<file path="src/rtl/mmio_write_queue_if.sv">
// mmio_write_queue_if: core store requests in, one-cycle MMIO write strobes out.
interface mmio_write_queue_if #(parameter int DEPTH = 4);
  logic                   in_valid;
  logic                   in_ready;
  logic [15:0]            in_addr;
  logic [7:0]             in_data;
  logic                   flush;
  logic [15:0]            mmio_out_addr;
  logic [7:0]             mmio_out;
  logic                   mmio_out_valid;
  logic [$clog2(DEPTH):0] count;
  modport master (
    output in_valid, in_addr, in_data, flush,
    input  in_ready, mmio_out_addr, mmio_out, mmio_out_valid, count
  );
  modport slave (
    input  in_valid, in_addr, in_data, flush,
    output in_ready, mmio_out_addr, mmio_out, mmio_out_valid, count
  );
endinterface

</file>
<file path="src/rtl/mmio_write_queue.sv">
// mmio_write_queue: circular FIFO of MMIO stores, issuing one write per cycle on a registered bus.
module mmio_write_queue #(
  parameter int          DEPTH     = 4,
  parameter logic [15:0] IDLE_ADDR = 16'h0000
) (
  input logic               clock,
  input logic               reset_n,
  mmio_write_queue_if.slave q
);
  localparam int AW = $clog2(DEPTH);
  localparam int CW = AW + 1;
  logic [23:0]   mem [DEPTH];
  logic [AW-1:0] wp, rp;
  logic [CW-1:0] cnt;
  logic          push, pop;
  assign q.in_ready = (cnt != CW'(DEPTH)) && !q.flush;
  assign push       = q.in_valid && q.in_ready;
  assign pop        = (cnt != '0) && !q.flush;
  assign q.count    = cnt;
  always_ff @(posedge clock)
    if (push) mem[wp] <= {q.in_addr, q.in_data};
  // Bus returns to idle on any edge without a pop so each write is strobed exactly once.
  always_ff @(posedge clock or negedge reset_n)
    if (!reset_n) begin
      wp               <= '0;
      rp               <= '0;
      cnt              <= '0;
      q.mmio_out_addr  <= IDLE_ADDR;
      q.mmio_out       <= 8'h00;
      q.mmio_out_valid <= 1'b0;
    end else if (q.flush) begin
      wp               <= '0;
      rp               <= '0;
      cnt              <= '0;
      q.mmio_out_addr  <= IDLE_ADDR;
      q.mmio_out       <= 8'h00;
      q.mmio_out_valid <= 1'b0;
    end else begin
      wp               <= push ? wp + 1'b1 : wp;
      rp               <= pop ? rp + 1'b1 : rp;
      cnt              <= cnt + CW'(push) - CW'(pop);
      q.mmio_out_addr  <= pop ? mem[rp][23:8] : IDLE_ADDR;
      q.mmio_out       <= pop ? mem[rp][7:0] : 8'h00;
      q.mmio_out_valid <= pop;
    end
endmodule

</file>
<file path="src/flat_wrapper.sv">
// flat-port wrapper written by rule: the top's interface ports become plain ports
module mmio_write_queue_flat 
#(
  parameter int          DEPTH     = 4,
  parameter logic [15:0] IDLE_ADDR = 16'h0000
)
  (clock, reset_n, q_in_valid, q_in_addr, q_in_data, q_flush, q_in_ready, q_mmio_out_addr, q_mmio_out, q_mmio_out_valid, q_count);
  mmio_write_queue_if #(.DEPTH(DEPTH)) q_i ();
  input logic clock;
  input logic reset_n;
  input wire logic [$bits(q_i.in_valid)-1:0] q_in_valid;
  input wire logic [$bits(q_i.in_addr)-1:0] q_in_addr;
  input wire logic [$bits(q_i.in_data)-1:0] q_in_data;
  input wire logic [$bits(q_i.flush)-1:0] q_flush;
  output wire logic [$bits(q_i.in_ready)-1:0] q_in_ready;
  output wire logic [$bits(q_i.mmio_out_addr)-1:0] q_mmio_out_addr;
  output wire logic [$bits(q_i.mmio_out)-1:0] q_mmio_out;
  output wire logic [$bits(q_i.mmio_out_valid)-1:0] q_mmio_out_valid;
  output wire logic [$bits(q_i.count)-1:0] q_count;
  assign q_i.in_valid = q_in_valid;
  assign q_i.in_addr = q_in_addr;
  assign q_i.in_data = q_in_data;
  assign q_i.flush = q_flush;
  assign q_in_ready = q_i.in_ready;
  assign q_mmio_out_addr = q_i.mmio_out_addr;
  assign q_mmio_out = q_i.mmio_out;
  assign q_mmio_out_valid = q_i.mmio_out_valid;
  assign q_count = q_i.count;
  mmio_write_queue #(.DEPTH(DEPTH), .IDLE_ADDR(IDLE_ADDR)) u_core (.clock(clock), .reset_n(reset_n), .q(q_i));
endmodule
</file>
<file path="config.mk">
export PLATFORM = sky130hd
export DESIGN_NAME = mmio_write_queue_flat
export DESIGN_NICKNAME = d
export VERILOG_FILES = /design/src/rtl/mmio_write_queue_if.sv /design/src/rtl/mmio_write_queue.sv /design/src/flat_wrapper.sv
export SDC_FILE = /design/constraint.sdc
export NUM_CORES = 1
export LEC_CHECK = 0
export BUFFER_PORTS_ARGS = -buffer_cell sky130_fd_sc_hd__buf_2
export CAP_MARGIN = 20
export CORE_ASPECT_RATIO = 0.5
export CORE_MARGIN = 4
export CORE_UTILIZATION = 51
export CTS_BUF_LIST = sky130_fd_sc_hd__clkbuf_16
export DETAILED_ROUTE_END_ITERATION = 12
export PLACE_DENSITY = 0.82
export SLEW_MARGIN = 5
export SYNTH_ARGS = -nofsm -noshare
export SYNTH_HDL_FRONTEND = slang
export SYNTH_SLANG_ARGS = --single-unit
</file>
<file path="constraint.sdc">
create_clock -name clock -period 2.1 [get_ports clock]
set_input_delay 0.315 -clock clock [delete_from_list [all_inputs] [get_ports clock]]
set_output_delay 0.315 -clock clock [all_outputs]
set_load 0.01 [all_outputs]
</file>
==> summary.md, run 1 <==
- complete, but fails checks — result of the run
- hold timing — failing checks
- 1040 µm² — area used by multi-input combinational logic
- 56 — buffers added on ports
- 57 — number of top-level pins
- 5.21 — post-DR vias/cell
- 5980 µm² — Finished Cell Area
- 4 — H-Tree Level Count
- 400 ps — latest clock arrival within the worst-skew pair
- 8890 µm² — core area
- 11000 µm² — Die Area
- 13700 µm — global-route wire length before repair
- 25.7% — growth of design area from synthesis to finish
- true — RSZ-0062 raised after global routing
- sky130_fd_sc_hd__dfrtp_2 — slowest stage cell, crit path
- 128 — sinks on the clock net
- 50 ps — clock transition at the registers of the reported paths
- 1340 nW/µm² — Pwr per Cell Area
- 128 — flop and latch count out of synthesis
- 21.3 µm² — synthesized area per cell
- 0.774 — final RePlAce weighted congestion
- 0 — DRC violation count after routing
- 17.3% — Total Routing Usage GR
- 76.3 µm — height of the die
- 24 — site row count
- 5290 µm² — dpl cell area
- 0 — number of buffers inserted to repair setup after CTS
- 0 — Inserted Diodes
- 33 — maximum number of pins on one net before global-route repair
- 0 — initial antenna violation count
- flop — Critical Path End Type
- sky130_fd_sc_hd__edfxtp_1 — library cell occupying the most area in the post-synthesis netlist
- 97.3% — period utilisation layout
- 67.2% — core occupancy in the finished layout
- 2.32 nW — Leakage
- 8530 µm — wire length after detailed routing
- 223 — Post-Synthesis Cells
- 0 — Synthesis Warnings
- 6.08 mW — internal power summed over all cells
- reg -> reg — Worst Path Class, Setup
- 8.03 mW — Final Power
- 24.3% — switching share of total power
- 39.5% — proportion of power drawn by flip-flops and latches
- -17.6 ps — worst hold margin
- 420 ps — Slowest Stage Delay on Critical Path
- 399 — Cell Count Post-Placement
- 2 — maximum count of clock buffers along a single path
- sky130_fd_sc_hd__clkbuf_16 — Clock Root Buffer
- 4 — total iterations of the first detailed-routing run
- 53.5% — initial cell density of the core
- in -> async — worst min path class
- 9.24 ps — skew final
- 120 — initial DRC count
- 0 — max capacitance violation total
- 0 — cts hold-fix bufs
- 41.7% — ratio of cells with drive above 1 in the final layout
- 77.5% — sequential area share after synthesis
- 0 — Final setup viols
- 17 — TritonCTS buffer count
- 2527 — via count of the first global-routing pass
- 2 — biggest fanout along the worst timing path
- 28 — count of final hold-check violations
- 0 — Routed Antenna Nets
- nor3_4, nor2_4, ha_4, inv_4, ha_4, inv_2, fa_2, xor2_2, and2_4, nor3_4 — Cell Chain, Critical Path
- sky130_fd_sc_hd__edfxtp_1, sky130_fd_sc_hd__dfrtp_1, sky130_fd_sc_hd__mux4_2 — top cells by area, synth
- -47.4 ps — worst slack, placed
- flop — sort of element at the start of the critical path
- 49.0% — remaining max-slew budget at the tightest pin
- 56.9 ps — Worst Slack Setup Final
- 2420 ps — required time of the worst setup path
- 1.95 mW — Psw
- 431 — Final Instance Count excl. Fillers
- 20.7% — combinational power share
- 0 — number of max-slew violations in the final report
- 4920 µm — hpwl dp
- 24 — Unique masters post-synth
- 0 — Overflow after GRT
- 2370 ps — arrival time of data at the critical path endpoint
- 3690 µm² — Sequential cell area
- built — TritonCTS clock tree
- 60.6% — Synth top area share
- 2040 ps — minimum clock period after layout
- 549 — count of filler cells inserted in the layout
- 258 — Post-Syn Nets
- 336 — final layout net count
- 4750 µm² — Mapped Area
- 145 µm — floorplan die width
- 19.8 µm — Wirelength per Cell
- 2247 — detailed-route via count
- 0.489 GHz — timing-limited maximum frequency
- 0.690 mV — peak supply drop
- 764 ps — actual transition at the worst max-transition pin
- 39.7% — Clk network pwr share
-- routing by layer --
layer / track usage [%] / up-vias / routed length, µm
met5: 0 / - / 0
met4: 8.38 / 0 / 136
met3: 4.51 / 10 / 333
met2: 30.0 / 54 / 4650
met1: 20.1 / 1167 / 3400
li1: - / 1016 / -
-- through the flow --
stage,hold slack [ps],setup TNS [ps]
floorplan,19.4,-110
global placement,427,0
detailed placement,441,-47.4
CTS,9.86,0
global route,50.9,-46.9
finish,-17.6,0
-- flip-flops by register name, summed over array words and instances, names as in the netlist --
name / cells
u_core.q.mmio_out_addr: 16
u_core.q.mmio_out_valid: 1
u_core.wp: 2
u_core.q.mmio_out: 8
u_core.q.count: 3
u_core.rp: 2
u_core.mem: 96
-- worst max-delay path: cells and delay by family (launching register included) --
kind / cells / cell delay (ps)
simple gates: 4 / 590
fa+ha+maj: 3 / 690
buf+inv: 2 / 90
xor+xnor: 1 / 160
flops: 1 / 420
-- power groups by stage --
stage	logic, mW	clock network [mW]	registers (mW)
6_report	1.67	3.19	3.17
4_1_cts	1.62	3.24	3.18
3_3_place_gp	1.51	0	3.20
3_5_place_dp	1.59	0	3.22
2_1_floorplan	1.00	0	3.30
5_1_grt	1.84	3.39	3.20
-- layout by cell type (no fill, tap or decap), types with 2 or more instances in the layout --
master and instances:
sky130_fd_sc_hd__edfxtp_1 96, sky130_fd_sc_hd__buf_2 56, sky130_fd_sc_hd__and2_1 28, sky130_fd_sc_hd__dfrtp_1 28, sky130_fd_sc_hd__mux4_2 18, sky130_fd_sc_hd__clkbuf_16 17, sky130_fd_sc_hd__buf_4 7, sky130_fd_sc_hd__inv_1 6
sky130_fd_sc_hd__nor2_1 6, sky130_fd_sc_hd__mux4_1 6, sky130_fd_sc_hd__bufinv_16 6, sky130_fd_sc_hd__buf_12 5, sky130_fd_sc_hd__ha_1 4, sky130_fd_sc_hd__clkinv_2 4, sky130_fd_sc_hd__dfrtp_2 4, sky130_fd_sc_hd__nor3_4 2
sky130_fd_sc_hd__nand2b_1 2, sky130_fd_sc_hd__xor2_1 2, sky130_fd_sc_hd__ha_4 2
-- logic make-up (layout without fill, tap and decap cells) --
logic type	count (synthesis)	count (layout)	synth area share (%)
adder cells (fa/ha/maj)	7	7	2.00
AO/OA/AOI/OAI	3	3	0.447
multiplexers	26	26	12.3
flip-flops	128	128	77.5
XOR/XNOR	3	3	0.553
buffers and inverters	14	105	2.03
AND/OR/NAND/NOR	42	42	5.21
-- timing repair --
| item | 4_1_cts | 5_1_grt |
|---|---|---|
| cloned | 0 | 0 |
| pin swaps | 0 | 5 |
| endpoints found under the setup margin | 1 | 1 |
| resized for setup | 2 | 6 |
-- layout make-up --
class                      count  area share [%]
inverter                       5           0.356
tap                          117            2.45
clock inverter                15            3.75
sequential                   128            61.7
timing repair buffer          68            7.24
clock buffer                  17            7.12
multi-input combinational     81            17.4
-- cell usage after synthesis, drive strengths merged --
library cell  number
a21oi              2
and2              29
buf                6
clkbuf             3
dfrtp             32
edfxtp            96
fa                 1
ha                 6
inv                5
mux2               1
mux2i              1
mux4              24
nand2b             2
nor2               8
nor2b              1
nor3               2
o31ai              1
xor2               3
-- final timing paths --
| path | from | endpoint | slack [ps] | cells past startpoint |
|---|---|---|---|---|
| max in group asynchronous | reset_n | u_core.q.count[0] | 1580 | 1 |
| worst max-delay path | u_core.q.count[2] | u_core.q.count[2] | 60 | 10 |
| worst min register to register | u_core.wp[0] | u_core.wp[0] | 580 | 1 |
| min in group clock | q_in_addr[9] | u_core.mem[0][17] | 120 | 1 |
| worst max register to register | u_core.q.count[2] | u_core.q.count[2] | 60 | 10 |
| worst min-delay path | reset_n | u_core.q.mmio_out_addr[5] | -20 | 1 |
Power figures use the tool's default switching activity.
==> run 2, diff against run 1 <==
--- a/config.mk
+++ b/config.mk
@@ -7,11 +7,12 @@
 export LEC_CHECK = 0
 export BUFFER_PORTS_ARGS = -buffer_cell sky130_fd_sc_hd__buf_2
 export CAP_MARGIN = 20
-export CORE_ASPECT_RATIO = 0.5
+export CORE_ASPECT_RATIO = 1.2
 export CORE_MARGIN = 4
 export CORE_UTILIZATION = 51
 export CTS_BUF_LIST = sky130_fd_sc_hd__clkbuf_16
 export DETAILED_ROUTE_END_ITERATION = 12
+export MAX_ROUTING_LAYER = met4
 export PLACE_DENSITY = 0.82
 export SLEW_MARGIN = 5
 export SYNTH_ARGS = -nofsm -noshare
==> run 2 against run 1 <==
Compared with the run above: the flow now finishes without violations; clock skew shrank 2.1 ps; sequential share of layout area grew 1.1 points; register-to-register slack gained 30 ps; largest cell class unchanged.
==> summary.md, run 2 (synthesis gave the netlist of run 1 again) <==
- complete, no violations — result of the run
- 2430 ps — required time of the worst setup path, about the same
- 43.3% — proportion of power drawn by flip-flops and latches, +3.8 points
- in -> reg — worst min path class
- 2317 — detailed-route via count, +3.1%
- u_core.mem (96), u_core.q.mmio_out_addr (16), u_core.q.mmio_out (8) — leading registers by flop count
- 2.28 nW — Leakage, -1.7%
- 35.4% — Clk network pwr share, -4.3 points
- 21.3% — combinational power share, +0.6 points
- 345 — final layout net count, +2.7%
- reg -> reg — Worst Path Class, Setup
- 2 — biggest fanout along the worst timing path, unchanged
- 1260 nW/µm² — Pwr per Cell Area, -6.0%
- 1.95 mW — Psw, about the same
- 50 ps — clock transition at the registers of the reported paths, about the same
- 7.42 mW — Final Power, -7.6%
- 2 — Buf+Inv Stages, Crit Path, unchanged
- 128 — sinks on the clock net, unchanged
- 2020 ps — minimum clock period after layout, -27.8 ps
- 96.1 µm — floorplan die width, -33%
- 410 — Cell Count Post-Placement, +2.8%
- 0 — max capacitance violation total, unchanged
- 0 — count of final hold-check violations, -100%
- 0.775 mV — peak supply drop, +12%
- 443 — Final Instance Count excl. Fillers, +2.8%
- 178 — initial DRC count, +48%
- built — TritonCTS clock tree
- 52.2 ps — worst slack, placed, +99.5 ps
- sky130_fd_sc_hd__clkbuf_16 — Clock Root Buffer
- 5110 µm — hpwl dp, +4.0%
- 2455 — via count of the first global-routing pass, -2.8%
- 17 — TritonCTS buffer count, unchanged
- 26.3% — switching share of total power, +2.0 points
- 4 — total iterations of the first detailed-routing run, unchanged
- 33 — maximum number of pins on one net before global-route repair, unchanged
- 2 — maximum count of clock buffers along a single path, unchanged
- 114 µm — height of the die, +49%
- nor3_4, nor2_2, ha_4, inv_2, ha_4, inv_2, fa_2, xor2_1, and2_4, nor3_2 — Cell Chain, Critical Path
- 56 — buffers added on ports, unchanged
- 5.47 mW — internal power summed over all cells, -10%
- flop — sort of element at the start of the critical path
- 5.23 — post-DR vias/cell, +0.32%
- 0 — Final setup viols, unchanged
- 9080 µm² — core area, +2.2%
- false — RSZ-0062 raised after global routing
- 43.0% — ratio of cells with drive above 1 in the final layout, +1.3 points
- 0 — Inserted Diodes, unchanged
- 0 — DRC violation count after routing, unchanged
- 84.6 ps — Worst Slack Setup Final, +27.8 ps
- sky130_fd_sc_hd__dfrtp_2 — slowest stage cell, crit path
- 8430 µm — wire length after detailed routing, -1.2%
- adder cells — cell family with the largest share of critical-path delay
- 38 — site row count, +58%
- 57 — number of top-level pins, unchanged
- 756 ps — actual transition at the worst max-transition pin, -8.60 ps
- 18.3% — Total Routing Usage GR, +1.0 points
- 19.0 µm — Wirelength per Cell, -3.9%
- sky130_fd_sc_hd__edfxtp_1, sky130_fd_sc_hd__buf_2, sky130_fd_sc_hd__and2_1, sky130_fd_sc_hd__dfrtp_1, sky130_fd_sc_hd__buf_4 — commonest non-fill, non-tap cells in the layout
- 13300 µm — global-route wire length before repair, -2.9%
- 49.6% — remaining max-slew budget at the tightest pin, +0.57 points
- 23.6% — growth of design area from synthesis to finish
- 0 — number of buffers inserted to repair setup after CTS, unchanged
- u_core.mem — register with the most flip-flops
- sky130_fd_sc_hd__edfxtp_1 — leading cell type in the layout, fill and taps excluded
- 410 ps — latest clock arrival within the worst-skew pair, about the same
- 0 — Routed Antenna Nets, unchanged
- 0.774 — final RePlAce weighted congestion, about the same
- 4 — H-Tree Level Count, unchanged
- flop — Critical Path End Type
- 0 — number of max-slew violations in the final report, unchanged
- 7.12 ps — skew final, -2.12 ps
- 2350 ps — arrival time of data at the critical path endpoint, -20 ps
- 10900 µm² — Die Area, -0.79%
- 0.496 GHz — timing-limited maximum frequency, +1.4%
- 52.4% — initial cell density of the core, -1.1 points
- 96 — flip-flop count of the largest register after layout, unchanged
- 420 ps — Slowest Stage Delay on Critical Path, about the same
- 96.0% — period utilisation layout, -1.3 points
- 0 — Overflow after GRT, unchanged
- 0 — initial antenna violation count, unchanged
- 0 ps — final setup TNS, unchanged
## run 2: stage by stage
stage          instance area, µm²  utilization, %  hold slack (ps)
4_1_cts                      5870            64.6             93.6
3_3_place_gp                 5310            58.4              426
6_report                     5870            64.7              116
5_1_grt                      5870            64.7             98.6
2_1_floorplan                4800               -             19.4
3_5_place_dp                 5310            58.4              431
## run 2: area by class of cell
class	count	area (µm²)
Clock buffer	17	425
Clock inverter	15	123
Fill cell	610	3210
Inverter	5	18.8
Multi-Input combinational cell	81	1020
Sequential cell	128	3690
Tap cell	120	150
Timing Repair Buffer	77	453
## run 2: path summary, 6_finish.rpt
| path | start | to | slack, ps | cells after the start |
|---|---|---|---|---|
| max | u_core.q.count[2] | u_core.q.count[2] | 80 | 10 |
| min | q_in_addr[4] | u_core.mem[0][12] | 120 | 1 |
| max reg2reg | u_core.q.count[2] | u_core.q.count[2] | 80 | 10 |
| min reg2reg | u_core.wp[0] | u_core.wp[0] | 590 | 1 |
| max in group asynchronous | reset_n | u_core.rp[0] | 1060 | 2 |
| min in group asynchronous | reset_n | u_core.q.mmio_out_addr[14] | 510 | 2 |
## run 2: per-layer routing
metal	global-route usage [%]	up-vias	share of wire (%)
li1	-	1035	-
met1	19.7	1206	37
met2	29.3	63	57
met3	7.32	13	4.3
met4	8.73	0	1.7
met5	-	-	0
## run 2: power groups by stage
stage               logic (mW)  registers [mW]  clock network (mW)
finish                    1.58            3.22                2.63
global route              1.72            3.25                2.80
CTS                       1.60            3.22                2.68
detailed placement        1.56            3.26                   0
global placement          1.50            3.24                   0
floorplan                 1.00            3.30                   0
## run 2: timing repair
item	4_1_cts	5_1_grt
hold buffers	1	0
endpoints found under the setup margin	0	1
resized for setup	0	3
endpoints found under the hold margin	32	0
